--- src/rtl/uart_baud_gen_frac.sv ---
// Fractional-divisor UART baud tick generator: os/mid/bit enable ticks plus os_phase.
// Latency: registered outputs; first os_tick on the L-th enabled edge after reset/resync.
// Backpressure: none; enable low freezes all state and gates ticks, resync restarts phase.
module uart_baud_gen_frac #(
  parameter int CLK_FREQ     = 50_000_000,
  parameter int DEFAULT_BAUD = 9600,
  parameter int OVERSAMPLE   = 16,
  parameter int DIV_W        = 16,
  parameter int FRAC_W       = 4,
  localparam int PH_W        = $clog2(OVERSAMPLE)
) (
  input  logic              clock,
  input  logic              reset,
  input  logic              enable,
  input  logic              resync,
  input  logic              div_load,
  input  logic [DIV_W-1:0]  div_int,
  input  logic [FRAC_W-1:0] div_frac,
  output logic              os_tick,
  output logic              mid_tick,
  output logic              bit_tick,
  output logic [PH_W-1:0]   os_phase
);

  // Reset divisor derived from the clock and default baud, in 64-bit to avoid overflow
  // of CLK_FREQ * 2^FRAC_W.
  localparam logic [63:0] OS_RATE      = 64'(DEFAULT_BAUD) * 64'(OVERSAMPLE);
  localparam logic [63:0] DEF_INT_FULL = 64'(CLK_FREQ) / OS_RATE;
  localparam logic [63:0] DEF_SCALED   = (64'(CLK_FREQ) << FRAC_W) / OS_RATE;
  localparam logic [DIV_W-1:0]  DEF_INT  = (DEF_INT_FULL < 64'd2) ? DIV_W'(2)
                                                                   : DIV_W'(DEF_INT_FULL);
  localparam logic [FRAC_W-1:0] DEF_FRAC = FRAC_W'(DEF_SCALED);
  localparam logic [PH_W-1:0]   MID_PHASE = PH_W'(OVERSAMPLE / 2);

  // Shadow divisor: written by div_load, promoted at the next boundary or resync.
  logic [DIV_W-1:0]  sh_int;
  logic [FRAC_W-1:0] sh_frac;

  // Period state: cur_len is the length of the period in progress, so a shadow
  // update mid-period cannot shorten or stretch it.
  logic [DIV_W:0]    cnt;
  logic [DIV_W:0]    cur_len;
  logic [FRAC_W-1:0] acc;

  // Combinational helpers
  logic [DIV_W-1:0]  ld_int;
  logic [DIV_W-1:0]  nxt_int;
  logic [FRAC_W-1:0] nxt_frac;
  logic [FRAC_W-1:0] acc_sum;
  logic              carry;
  logic [DIV_W:0]    nxt_len;
  logic              at_end;
  logic [PH_W-1:0]   phase_inc;

  // Divisor selection with same-cycle load bypass, fractional accumulate and end-of-period detect.
  always_comb begin
    ld_int           = (div_int < DIV_W'(2)) ? DIV_W'(2) : div_int;
    nxt_int          = div_load ? ld_int   : sh_int;
    nxt_frac         = div_load ? div_frac : sh_frac;
    {carry, acc_sum} = {1'b0, acc} + {1'b0, nxt_frac};
    nxt_len          = {1'b0, nxt_int} + {{DIV_W{1'b0}}, carry};
    at_end           = (cnt == (cur_len - 1'b1));
    phase_inc        = os_phase + 1'b1;
  end

  // Shadow divisor capture; independent of enable so software can load while frozen.
  always_ff @(posedge clock) begin
    if (reset) begin
      sh_int  <= DEF_INT;
      sh_frac <= DEF_FRAC;
    end else if (div_load) begin
      sh_int  <= ld_int;
      sh_frac <= div_frac;
    end
  end

  // Period counter, accumulator, phase and tick registers; resync outranks enable.
  always_ff @(posedge clock) begin
    if (reset) begin
      cnt      <= '0;
      cur_len  <= {1'b0, DEF_INT};
      acc      <= '0;
      os_phase <= '0;
      os_tick  <= 1'b0;
      mid_tick <= 1'b0;
      bit_tick <= 1'b0;
    end else if (resync) begin
      // First period after resync carries nothing from the accumulator.
      cnt      <= '0;
      cur_len  <= {1'b0, nxt_int};
      acc      <= '0;
      os_phase <= '0;
      os_tick  <= 1'b0;
      mid_tick <= 1'b0;
      bit_tick <= 1'b0;
    end else if (enable) begin
      if (at_end) begin
        cnt      <= '0;
        cur_len  <= nxt_len;
        acc      <= acc_sum;
        os_phase <= phase_inc;
        os_tick  <= 1'b1;
        mid_tick <= (phase_inc == MID_PHASE);
        bit_tick <= (phase_inc == '0);
      end else begin
        cnt      <= cnt + 1'b1;
        os_tick  <= 1'b0;
        mid_tick <= 1'b0;
        bit_tick <= 1'b0;
      end
    end else begin
      os_tick  <= 1'b0;
      mid_tick <= 1'b0;
      bit_tick <= 1'b0;
    end
  end

endmodule
--- config.mk ---
export PLATFORM = sky130hd
export DESIGN_NAME = uart_baud_gen_frac
export DESIGN_NICKNAME = d
export VERILOG_FILES = /design/src/rtl/uart_baud_gen_frac.sv
export SDC_FILE = /design/constraint.sdc
export NUM_CORES = 1
export LEC_CHECK = 0
export ABC_AREA = 1
export CAP_MARGIN = 20
export CORE_ASPECT_RATIO = 0.6
export CORE_MARGIN = 10
export CORE_UTILIZATION = 40
export CTS_CLUSTER_DIAMETER = 80
export CTS_CLUSTER_SIZE = 25
export DETAILED_ROUTE_END_ITERATION = 8
export GPL_TIMING_DRIVEN = 0
export HOLD_SLACK_MARGIN = 0.03
export PLACE_DENSITY = 0.65
export SYNTH_ARGS = -nofsm -noshare
export SYNTH_HDL_FRONTEND = slang
export SYNTH_SLANG_ARGS = --single-unit
--- constraint.sdc ---
create_clock -name clock -period 2.9 [get_ports clock]
set_input_delay 0.725 -clock clock [delete_from_list [all_inputs] [get_ports clock]]
set_output_delay 0.725 -clock clock [all_outputs]
set_load 0.05 [all_outputs]
==> results.tsv <==
stage	metric	value	unit
clock_network	CTS tree	yes	
outcome	status	completed	
floorplan	Total Die Area	14000	sq um
final_layout	Filler Cell Count	890	
critical_path	reg2reg setup slack	530	ps
critical_path	startpoint type of the worst setup path	primary input	
final_layout	Area Growth Syn to Fin	26.3	%
timing	fin crit period	2820	ps
grt	antenna violations before repair	0	
final_layout	Final nets	668	
critical_path	reg2reg path depth	15	
power_and_ir_drop	Power Dens Cells	512	nW/um^2
critical_path	reg2reg end	cur_len[14]$_SDFFE_PP0P_	
detailed_routing	DRC viols	0	
clock_network	clk buf depth	2	
critical_path	start point of the critical path	div_frac[2]	
floorplan	io pins	32	
detailed_routing	Final ANT Viol Nets	0	
grt	remaining global-route overflow	0	
detailed_routing	Initial DRC Count	254	
critical_path	CP arrival	3090	ps
clock_network	H-tree levels	3	
detailed_routing	via count	3676	
grt	GR Util met2	21.4	%
critical_path	CP cell instances	clkdlybuf4s50_1, nand2_1, nand2_2, ha_4, nand3_2, nand2_2, ha_4, ha_4, nand4_1, nor2_2, nand2_1, nor2_1, xor2_1, nand2_2, a21oi_2	
power_and_ir_drop	maximum vdd drop	0.345	mV
final_layout	antenna fix cells	0	
final_layout	sequential standard cell area	1300	sq um
synth	Compound-Gate Fraction of Synth Area	4.79	%
worst_hold_path	worst hold path depth	2	
critical_path	reg2reg start	sh_frac[0]$_SDFF_PP0_	
power_and_ir_drop	leakage	2.18	nW
synth	proportion of synthesized area in mux cells	0	%
synth	Post-Synth XOR/XNOR Area	7.53	%
final_layout	area of the multi-input gates	2350	sq um
synth	syn_area_per_cell	6.58	sq um
synth	ys async rst share	0	%
synth	post-synthesis adder-cell area fraction	3.46	%
floorplan	Site Rows	27	
floorplan	core area	9260	sq um
floorplan	Die W	146	um
worst_hold_path	Min-Delay Path Class	reg -> reg	
timing	hold_ws	461	ps
grt	met1 Track Usage GR	20.2	%
final_layout	commonest non-fill, non-tap cell in the layout	nand2_1	
critical_path	WP depth	15	
timing	fin. max-slew vios	0	
synth	largest family of logic cells by synthesized area	simple AND/OR/NAND/NOR gates	
critical_path	CP Buf/Inv Count	1	
grt	vias in the first global route	3372	
final_layout	most frequent cells in the layout	nand2_1 (188), nor2_1 (71), dfxtp_1 (65)	
placement	RD Place Congestion	0.895	
placement	Post-DP HPWL	7770	um
critical_path	CP required	3170	ps
timing	FMAX	355	MHz
critical_path	Crit-path slowest cell	clkdlybuf4s50_1	
floorplan	Initial Util	41.4	%
synth	Mapped Nets	618	
power_and_ir_drop	overall power	2.48	mW
clock_network	Root Buffer	clkbuf_16	
floorplan	DIE HEIGHT	95.9	um
critical_path	Top delay family on crit path	simple AND/OR/NAND/NOR gates	
grt	M3 GR Usage	4.40	%
placement	Port Buf Inserts	31	
detailed_routing	Total Routed Length	10100	um
final_layout	final std cells w/o fill	768	
timing	Relative slew margins	60.2	%
critical_path	Critical Path Sink	cur_len[14]$_SDFFE_PP0P_	
critical_path	critical path fanouts, max	4	
clock_network	Clock Sinks	65	
synth	Main synth FF type	dfxtp_1	
clock_network	Reg clk slew, reported paths	60	ps
clock_network	Clk Latency, worst-skew pair	340	ps
timing	Tcrit/Tclk final	97.3	%
synth	Yosys cell types	32	
detailed_routing	vias per inst	4.79	
synth	Post-synth EDFFs	0	
timing	Setup Skew	7.49	ps
critical_path	critical path class	in -> reg	
synth	Synth Register Bits	65	
timing	final setup fails	0	
grt	largest net degree at the start of global routing	15	
critical_path	CP peak stage delay	420	ps
timing	Worst Tran Pin Value	591	ps
job	total of max-cap violations	0	
clock_network	CTS buffer count	9	
synth	post-synthesis simple-gate area fraction	42.1	%
grt	Total GRT Usage	14.7	%
synth	Post-Syn Area	3840	sq um
final_layout	share of cells above drive strength 1	13.8	%
synth	Seq/Total Area, Yosys	33.9	%
final_layout	Design Area, Final	4840	sq um
timing	Final Hold Fails	0	
detailed_routing	DR WL/cell	13.2	um
critical_path	CP Capture Type	flop	
grt	first-pass GRT wire length	16600	um
grt	busiest grt layer	met2	
synth	Mapped Cells	583	
synth	Yosys warnings	0	
placement	Inst Count DP	744	
placement	Post-DP Area	4320	sq um
detailed_routing	DR pass1 iterations	4	
[power by group]
group	total (mW)	switching (mW)	internal (mW)
logic	0.318	0.193	0.125
clock network	1.21	0.414	0.796
registers	0.950	0.0239	0.926
[sequential cells by signal (all words and copies together) (netlist names)]
register	count
mid_tick	1
bit_tick	1
os_phase	4
sh_int	16
os_tick	1
acc	4
cnt	17
cur_len	17
sh_frac	4
[cell families after synthesis]
family                     count (synthesis)
and+or+nand+nor                          366
buffers and inverters                     73
DFF                                       65
AOI/OAI and AO/OA                         36
xor gates and xnor gates                  33
adders and majority gates                 10
[how the worst min path moves through the flow]
| stage | endpoint | from |
|---|---|---|
| 6_report | acc[0]$_SDFFE_PP0P_ | acc[0]$_SDFFE_PP0P_ |
| 5_1_grt | acc[0]$_SDFFE_PP0P_ | acc[0]$_SDFFE_PP0P_ |
| 4_1_cts | acc[3]$_SDFFE_PP0P_ | acc[3]$_SDFFE_PP0P_ |
| 3_5_place_dp | sh_frac[3]$_SDFF_PP1_ | sh_frac[3]$_SDFF_PP1_ |
| 3_3_place_gp | acc[0]$_SDFFE_PP0P_ | acc[0]$_SDFFE_PP0P_ |
| 2_1_floorplan | sh_frac[3]$_SDFF_PP1_ | sh_frac[3]$_SDFF_PP1_ |
[layer usage]
| layer | part of all wire (%) | wire, um |
|---|---|---|
| met5 | 0 | 0 |
| met4 | 1.4 | 141 |
| met3 | 6.5 | 655 |
| met2 | 40 | 4080 |
| met1 | 52 | 5270 |
[stage by stage]
stage                     setup TNS (ps)  worst slack (ps)  utilization (%)
after global placement            -12440             -1050             46.6
after CTS                              0              11.1             51.1
final                                  0              79.7             52.3
after detailed placement          -12750             -1040             46.6
after global routing               -27.7             -21.1             52.3
after floorplan                        0             0.340                -
[Yosys cell counts (3+ instances only)]
library cell / count / area [sq um]
nor4_1: 3 / 18.8
xnor2_1: 12 / 105
buf_2: 4 / 20.0
ha_1: 9 / 113
inv_1: 58 / 218
nor2_1: 74 / 278
a21oi_1: 16 / 80.1
nand2_2: 6 / 37.5
o21ai_1: 7 / 35.0
xor2_1: 21 / 184
nand3_1: 44 / 220
buf_6: 4 / 45.0
nand3b_1: 12 / 90.1
dfxtp_1: 65 / 1300
nor2_4: 5 / 56.3
nor3_1: 7 / 35.0
clkbuf_1: 3 / 11.3
nand2_1: 195 / 732
nor2_2: 8 / 50.1
o21ai_0: 12 / 60.1
[worst min-delay path, stage by stage (launching register included)]
cell and delay (ps):
dfxtp_1 310, nand2_1 60, nand2_1 40
[final cells by class]
type | count | area share, %
buffer | 10 | 1.60
sequential | 65 | 26.9
clock inverter | 5 | 1.60
clock buffer | 11 | 5.22
multi-input combinational | 445 | 48.6
inverter | 61 | 4.83
tap | 130 | 3.36
timing repair buffer | 41 | 7.90
[repair_timing]
action / in CTS / in global routing
resized for setup: 13 / 22
pin swaps: 4 / 18
setup endpoints to repair: 16 / 9
setup buffers: 7 / 3
hold buffers: 0 / 0
No activity file was read; power rests on OpenSTA's default activity.
